==> config.mk <==
export PLATFORM = sky130hd
export DESIGN_NAME = alu_nibble_sequencer
export DESIGN_NICKNAME = d
export VERILOG_FILES = /design/src/rtl/alu_nibble_sequencer.sv
export SDC_FILE = /design/constraint.sdc
export NUM_CORES = 1
export LEC_CHECK = 0
export CAP_MARGIN = 20
export CORE_ASPECT_RATIO = 0.6
export CORE_MARGIN = 10
export CORE_UTILIZATION = 38
export DETAILED_ROUTE_END_ITERATION = 16
export PLACE_DENSITY_LB_ADDON = 0.08
export SLEW_MARGIN = 10
export SYNTH_ARGS = -nofsm -noshare
export SYNTH_HDL_FRONTEND = slang
export SYNTH_SLANG_ARGS = --single-unit
==> constraint.sdc <==
create_clock -name clk -period 2.7 [get_ports clk]
set_clock_uncertainty 0.2 [all_clocks]
set_input_delay 0.54 -clock clk [delete_from_list [all_inputs] [get_ports clk]]
set_output_delay 0.54 -clock clk [all_outputs]
set_load 0.005 [all_outputs]
==> src/rtl/alu_nibble_sequencer.sv <==
// Multi-cycle sequencer driving a 4-bit combinational ALU slice one nibble per cycle.
// Optional out_zero result flag is enabled by defining ALU_SEQ_ZERO_FLAG_EN.
module alu_nibble_sequencer #(
  parameter int unsigned NIBBLES = 4
) (
  input  logic                   clk,
  input  logic                   rst,
  input  logic                   in_valid,
  output logic                   in_ready,
  input  logic [2:0]             in_op,
  input  logic [4*NIBBLES-1:0]   in_a,
  input  logic [4*NIBBLES-1:0]   in_b,
  input  logic                   in_cin,
  output logic                   out_valid,
  input  logic                   out_ready,
  output logic [4*NIBBLES-1:0]   out_result,
  output logic                   out_cout,
`ifdef ALU_SEQ_ZERO_FLAG_EN
  output logic                   out_zero,
`endif
  output logic [3:0]             alu_a,
  output logic [3:0]             alu_b,
  output logic                   alu_cin,
  output logic [2:0]             alu_sel,
  input  logic [3:0]             alu_result,
  input  logic                   alu_cout
);

  localparam int unsigned W  = 4 * NIBBLES;
  localparam int unsigned IW = $clog2(NIBBLES);
  localparam logic [IW-1:0] LAST = IW'(NIBBLES - 1);

  typedef enum logic [1:0] {S_IDLE, S_RUN, S_DONE} state_t;
  typedef enum logic [2:0] {
    OP_ADD = 3'b000, OP_SUB = 3'b001, OP_AND = 3'b010, OP_OR  = 3'b011,
    OP_XOR = 3'b100, OP_NOT = 3'b101, OP_SHL = 3'b110, OP_SHR = 3'b111
  } op_t;

  state_t          state_q;
  op_t             op_q;
  logic [W-1:0]    a_q, b_q, res_q, res_d;
  logic [IW-1:0]   idx_q;
  logic            carry_q, carry_d;
  logic            out_valid_q, out_cout_q;
  logic [W-1:0]    out_result_q;
`ifdef ALU_SEQ_ZERO_FLAG_EN
  logic            out_zero_q;
`endif

  logic            accept, arith, is_last, run;
  logic [3:0]      a_nib, b_nib, nib_cap;

  always_comb begin
    run      = (state_q == S_RUN);
    arith    = (op_q == OP_ADD) || (op_q == OP_SUB);
    in_ready = (state_q == S_IDLE) || ((state_q == S_DONE) && out_ready);
    accept   = in_valid && in_ready;
    is_last  = (op_q == OP_SHR) ? (idx_q == '0) : (idx_q == LAST);

    a_nib = '0;
    b_nib = '0;
    for (int unsigned i = 0; i < NIBBLES; i++) begin
      if (idx_q == IW'(i)) begin
        a_nib = a_q[4*i +: 4];
        b_nib = b_q[4*i +: 4];
      end
    end

    // Shifts carry the bit leaving the neighbouring nibble into the vacated end.
    nib_cap = alu_result;
    if (op_q == OP_SHL) nib_cap[0] = alu_result[0] | carry_q;
    if (op_q == OP_SHR) nib_cap[3] = alu_result[3] | carry_q;

    res_d = res_q;
    for (int unsigned i = 0; i < NIBBLES; i++) begin
      if (idx_q == IW'(i)) res_d[4*i +: 4] = nib_cap;
    end

    carry_d = (arith || (op_q == OP_SHL) || (op_q == OP_SHR)) ? alu_cout : 1'b0;

    alu_a   = run ? a_nib : '0;
    alu_b   = run ? b_nib : '0;
    alu_cin = run && arith ? carry_q : 1'b0;
    alu_sel = op_q;
  end

  always_ff @(posedge clk) begin
    if (rst) begin
      state_q      <= S_IDLE;
      op_q         <= OP_ADD;
      a_q          <= '0;
      b_q          <= '0;
      res_q        <= '0;
      idx_q        <= '0;
      carry_q      <= 1'b0;
      out_valid_q  <= 1'b0;
      out_result_q <= '0;
      out_cout_q   <= 1'b0;
`ifdef ALU_SEQ_ZERO_FLAG_EN
      out_zero_q   <= 1'b0;
`endif
    end else begin
      case (state_q)
        S_IDLE: ;
        S_RUN: begin
          res_q   <= res_d;
          carry_q <= carry_d;
          idx_q   <= (op_q == OP_SHR) ? idx_q - IW'(1) : idx_q + IW'(1);
          if (is_last) begin
            out_result_q <= res_d;
            out_cout_q   <= carry_d;
            out_valid_q  <= 1'b1;
`ifdef ALU_SEQ_ZERO_FLAG_EN
            out_zero_q   <= (res_d == '0);
`endif
            state_q      <= S_DONE;
          end
        end
        S_DONE: begin
          if (out_ready) begin
            out_valid_q <= 1'b0;
            state_q     <= S_IDLE;
          end
        end
        default: state_q <= S_IDLE;
      endcase

      // Accept overrides the DONE->IDLE move so a waiting command starts with no bubble.
      if (accept) begin
        op_q    <= op_t'(in_op);
        a_q     <= in_a;
        b_q     <= in_b;
        res_q   <= '0;
        idx_q   <= (op_t'(in_op) == OP_SHR) ? LAST : '0;
        carry_q <= ((op_t'(in_op) == OP_ADD) || (op_t'(in_op) == OP_SUB)) ? in_cin : 1'b0;
        state_q <= S_RUN;
      end
    end
  end

  assign out_valid  = out_valid_q;
  assign out_result = out_result_q;
  assign out_cout   = out_cout_q;
`ifdef ALU_SEQ_ZERO_FLAG_EN
  assign out_zero   = out_zero_q;
`endif

endmodule

==> results.yml <==
synth:
  synth_edf_count: 0
  syn_nets: 471
  synth.distinct_cells: 41
  synth-seq-cells: 74
  synth_ff_type: "dfxtp_1"
  ys_warn_count: 0
  synth_area_per_cell_sq_um: 8.46
  syn_inst: 422
  synthArstFlopShare_pct: 0
  ys_seq_area_share_pct: 41.5
  syn_area_sq_mm: 0.00357
place:
  hpwl_mm: 7.52
  dp.cells: 608
  io_buffers: 75
  gp_congestion: 0.781
  placed_area_sq_mm: 0.00450
  pre_cts_ws_ns: -0.0523
cells_and_area:
  antennaDiodeCount: 0
  multi_input_area_sq_mm: 0.00191
  design_area_sq_mm: 0.00486
  nets: 540
  final_cells: 625
  fill_cells: 887
  area_growth_pct: 36.1
  register_area_sq_mm: 0.00149
  final_layout_size_suffix_gt1_share_pct: 14.7
drt:
  wire_per_inst_um: 17.1
  vias: 3329
  route.detailed.drc: 0
  viasPerCell: 5.33
  drtAntennaViolNets: 0
  firstDrtPassIters: 4
  drt_iter0_markers: 168
  wirelength_mm: 10.7
power:
  peakVddDrop_mv: 0.332
  pwr_density_cell_mw_per_mm2: 590
  total_power_w: 0.00287
  leakage_nw: 1.80
worst_setup_path:
  worst_setup_path_start_kind: "flop"
  rr_worst_depth: 7
  cp_data_required_time_ns: 1.96
  crit_type: "reg -> out"
  cp_max_fo: 10
  arrival_ns: 1.90
  end_kind: "output port"
floorplan:
  die_h_um: 95.1
  num_rows: 27
  ioPinCount: 76
  dieArea_sq_mm: 0.0138
  fp.dieW_um: 145
  core_area_sq_mm: 0.00916
  start_util_pct: 39.0
clock_network:
  cts-hold-fix-buffers: 0
  cts.clk_slew.worst_paths_ns: 0.06
  cts_made_buffers: 9
  clk_latency_ns: 0.33
  cts_root_buf: "clkbuf_16"
  clk_path_buf_depth: 2
  cts.sinks: 74
  cts_tree: "yes"
  h-tree-depth: 3
sta:
  whs_ns: 0.254
  rsz0062_at_grt: "true"
  worst_pin_slew_ns: 0.479
  fin_ws_ns: 0.0573
  slew_headroom_pct: 67.4
  period_needed_ns: 2.64
  period_share_pct: 97.9
  fmax_ghz: 0.378
  setup_violations: 0
  slew_violations: 0
  hold_viol: 0
run:
  cap_viol_max_count: 0
grt:
  grt_antenna_before_repair: 0
  grt_pass1_vias: 3232
  track_usage_pct: 15.7
  grt_pass1_wl_mm: 17.6
  gr-total-overflow: 0
  grt_max_degree: 37
hold_path:
  whs_path_depth: 2
  hold_class: "reg -> reg"
outcome:
  status: "completed"
==> worst max-delay path, stage by stage (launching register included) <==
cell and delay [ns]:
dfxtp_1 0.31, buf_4 0.14, ha_4 0.17, bufbuf_16 0.28, a221o_1 0.33, a21oi_2 0.12, clkdlybuf4s15_2 0.21
==> through the flow <==
stage	utilization (%)	setup TNS, ns
3_5_place_dp	49.1	-0.280
6_report	53.1	0
2_1_floorplan	-	0
5_1_grt	53.1	-0.0169
3_3_place_gp	49.1	0
4_1_cts	53.2	-0.00234
==> flip-flops by register name, summed over array words and instances, names as in the netlist, 2 cells and up <==
register    flops
a_q            16
alu_sel         3
b_q            16
idx_q           2
out_result     16
res_q          16
state_q         2
==> power breakdown <==
| part | leakage, nW | switching, W | internal (W) |
|---|---|---|---|
| registers | 0.603 | 0.0000306 | 0.00114 |
| logic | 1.06 | 0.000258 | 0.000255 |
| clock network | 0.140 | 0.000452 | 0.000731 |
| total | 1.80 | 0.000741 | 0.00213 |
==> cells by family (layout without fill, tap and decap cells) <==
family	Yosys count	count (layout)	share of synthesized area [%]
muxes	35	35	10.4
buffers and inverters	57	130	6.76
adders and majority gates	4	4	1.40
and+or+nand+nor	125	125	18.4
DFF	74	74	41.5
AOI/OAI and AO/OA	126	126	21.3
xor gates and xnor gates	1	1	0.245
==> routing by layer <==
layer  track usage (%)  vias to the layer above  part of all wire (%)
met4              3.94                        0                   1.0
met5                 0                        -                     0
met3              4.87                       11                   5.1
met1              22.1                     1609                    51
li1                  -                     1641                     -
met2              22.8                       68                    43
==> final timing paths <==
| check | start | to | slack [ns] |
|---|---|---|---|
| setup / recovery | idx_q[1] | alu_b[3] | 0.06 |
| setup reg to reg | idx_q[1] | out_result[8] | 0.37 |
| hold / removal | out_valid | out_valid | 0.25 |
| hold reg to reg | out_valid | out_valid | 0.25 |
==> cell usage in the layout, fill, tap and decap left out, drive strengths merged, types with 9 or more instances in the layout <==
master / count
nand2: 12
a21oi: 58
nand2b: 12
inv: 11
nor2: 31
dfxtp: 74
o21ai: 35
buf: 30
clkdlybuf4s50: 66
nand3b: 12
clkbuf: 15
mux2i: 27
nor2b: 10
nand3: 38
a221o: 9
==> layout make-up <==
| class | count | share of cell area, % |
|---|---|---|
| Clock buffer | 10 | 4.92 |
| Multi-Input combinational cell | 291 | 39.2 |
| Tap cell | 130 | 3.35 |
| Timing Repair Buffer | 104 | 20.0 |
| Inverter | 11 | 0.849 |
| Sequential cell | 74 | 30.6 |
| Clock inverter | 5 | 1.13 |
==> synthesized netlist by cell type (2+ instances only) <==
master	count	area (sq um)
buf_2	7	35.0
nor2_1	31	116
nand3b_1	12	90.1
a221o_1	9	90.1
buf_1	2	7.51
nor2b_1	10	62.6
a311oi_1	5	43.8
buf_6	2	22.5
dfxtp_1	74	1480
a211oi_1	4	30.0
nand2_1	12	45.0
nand2b_1	12	75.1
inv_1	11	41.3
a21oi_1	58	290
mux2_2	7	78.8
o21ai_0	35	175
a211o_1	4	35.0
ha_1	4	50.1
and3b_1	2	17.5
a311o_1	4	40.0
nand3_1	38	190
clkbuf_1	34	128
nand4_1	2	12.5
mux2i_1	26	260
==> repair_timing <==
action | 4_1_cts | 5_1_grt
pin swaps | 0 | 2
setup buffers | 1 | 1
gates cloned | 1 | 0
setup endpoints to repair | 8 | 8
gates resized for setup | 26 | 10
Note: power is estimated with default switching activity, not from simulation.
==> variant (same flow settings) <==
The parameter `NIBBLES` goes from 4 to 8.
--- a/src/rtl/alu_nibble_sequencer.sv
+++ b/src/rtl/alu_nibble_sequencer.sv
@@ -1,7 +1,7 @@
 // Multi-cycle sequencer driving a 4-bit combinational ALU slice one nibble per cycle.
 // Optional out_zero result flag is enabled by defining ALU_SEQ_ZERO_FLAG_EN.
 module alu_nibble_sequencer #(
-  parameter int unsigned NIBBLES = 4
+  parameter int unsigned NIBBLES = 8
 ) (
   input  logic                   clk,
   input  logic                   rst,
Ports: changed (resized in_a, in_b and out_result); port bits go from 76 to 124. The function was not compared with the original's and may differ.
==> variant against the unedited design <==
The flow now finishes with violations (negative setup slack); setup slack got worse by 0.28 ns; maximum frequency fell by 9.5%; synthesized area rose by 81%; clock power rose by 110%; final area rose by 86%; register-to-register slack got worse by 0.23 ns; power rose by 93%; sequential cell count rose by 65; wire length rose by 96%; first-iteration DRC count rose to 3.1 times the old value; critical endpoint is now alu_a[2]; largest power group unchanged; highest routed layer unchanged.
==> variant: results (changes against the unedited design) <==
Run status
  – Status: finished, violations left (was complete, no violations)
  – Failing checks: negative setup slack

Detailed routing
  – Wire per inst: 17.9 µm (was 17.1 µm)
  – Via count: 6217 (was 3329)
  – DRT Pass-1 Iters: 5 (was 4)

Placement
  – Post-Place Setup Slack: -0.368 ns (was -0.0523 ns)
  – Buffers on Ports: 123 (was 75)
  – DPL Wire Length: 14.8 mm (was 7.52 mm)

Floorplan
  – Core Box Area: 16400 µm² (was 9160 µm²)

GRT
  – Met1 usage: 26.8% (was 22.1%)
  – First-pass GRT wire length: 33.3 mm (was 17.6 mm)

Finish
  – # clk buffers: 19 (was 10)
  – Fill cells: 1501 (was 887)
  – Footprint of the multi-input gates: 3520 µm² (was 1910 µm²)
  – Multi-Input Combinational: 573 (was 291)
  – Clk cell area share: 6.96% (was 6.05%)

Setup path
  – R2r setup slk: 0.14 ns (was 0.37 ns)
  – RR Endpoint: out_result[13] (was out_result[8])
  – Critical path's slowest cell: dfxtp_4 (was a221o_1)
  – Crit-path max cell delay: 0.36 ns (was 0.33 ns)

Logic synthesis
  – Xor/xnor share of the synthesized area: 0.407% (was 0.245%)
  – Syn Inst Count: 803 (was 422)
  – Synth Area in Compound Gates: 25.4% (was 21.3%)
  – Post-Syn Nets: 887 (was 471)
  – Sequential cell area fraction in the yosys report: 43.1% (was 41.5%)

Timing
  – Final worst setup slack: -0.219 ns (was 0.0573 ns)
  – Final setup fails: 8 (was 0)

CTS
  – Post-CTS Resized: 61 (was 26)
  – CTS Sinks: 139 (was 74)
  – Post-CTS Setup Inserts: 2 (was 1)
-- variant: changes by cell type in the layout (fill, tap and decap cells not counted), moves of 8 or more --
cell             unedited run  this run
nand2_1                    12       182
dfxtp_1                    73       137
a21oi_1                    56       117
clkdlybuf4s50_1            66       113
nand3_1                    38        15
a211oi_2                    0        15
buf_4                      27        41
a211oi_1                    4        16
buf_6                       0        12
nand3b_1                   12         0
a221oi_2                    0         8
clkbuf_16                   9        17
mux2i_1                    26        18
-- variant: power by group --
part	internal (W)	switching (W)
combinational	0.000387	0.000442
clock	0.00158	0.000949
sequential	0.00213	0.0000603
-- variant: worst min path at each step --
stage                     end  slack (ns)  cells past startpoint
floorplan             a_q[24]        0.23                      2
global route        res_q[29]        0.28                      2
finish                a_q[26]        0.25                      2
detailed placement    a_q[26]        0.25                      2
CTS                   a_q[26]        0.26                      2
global placement    res_q[14]        0.24                      2
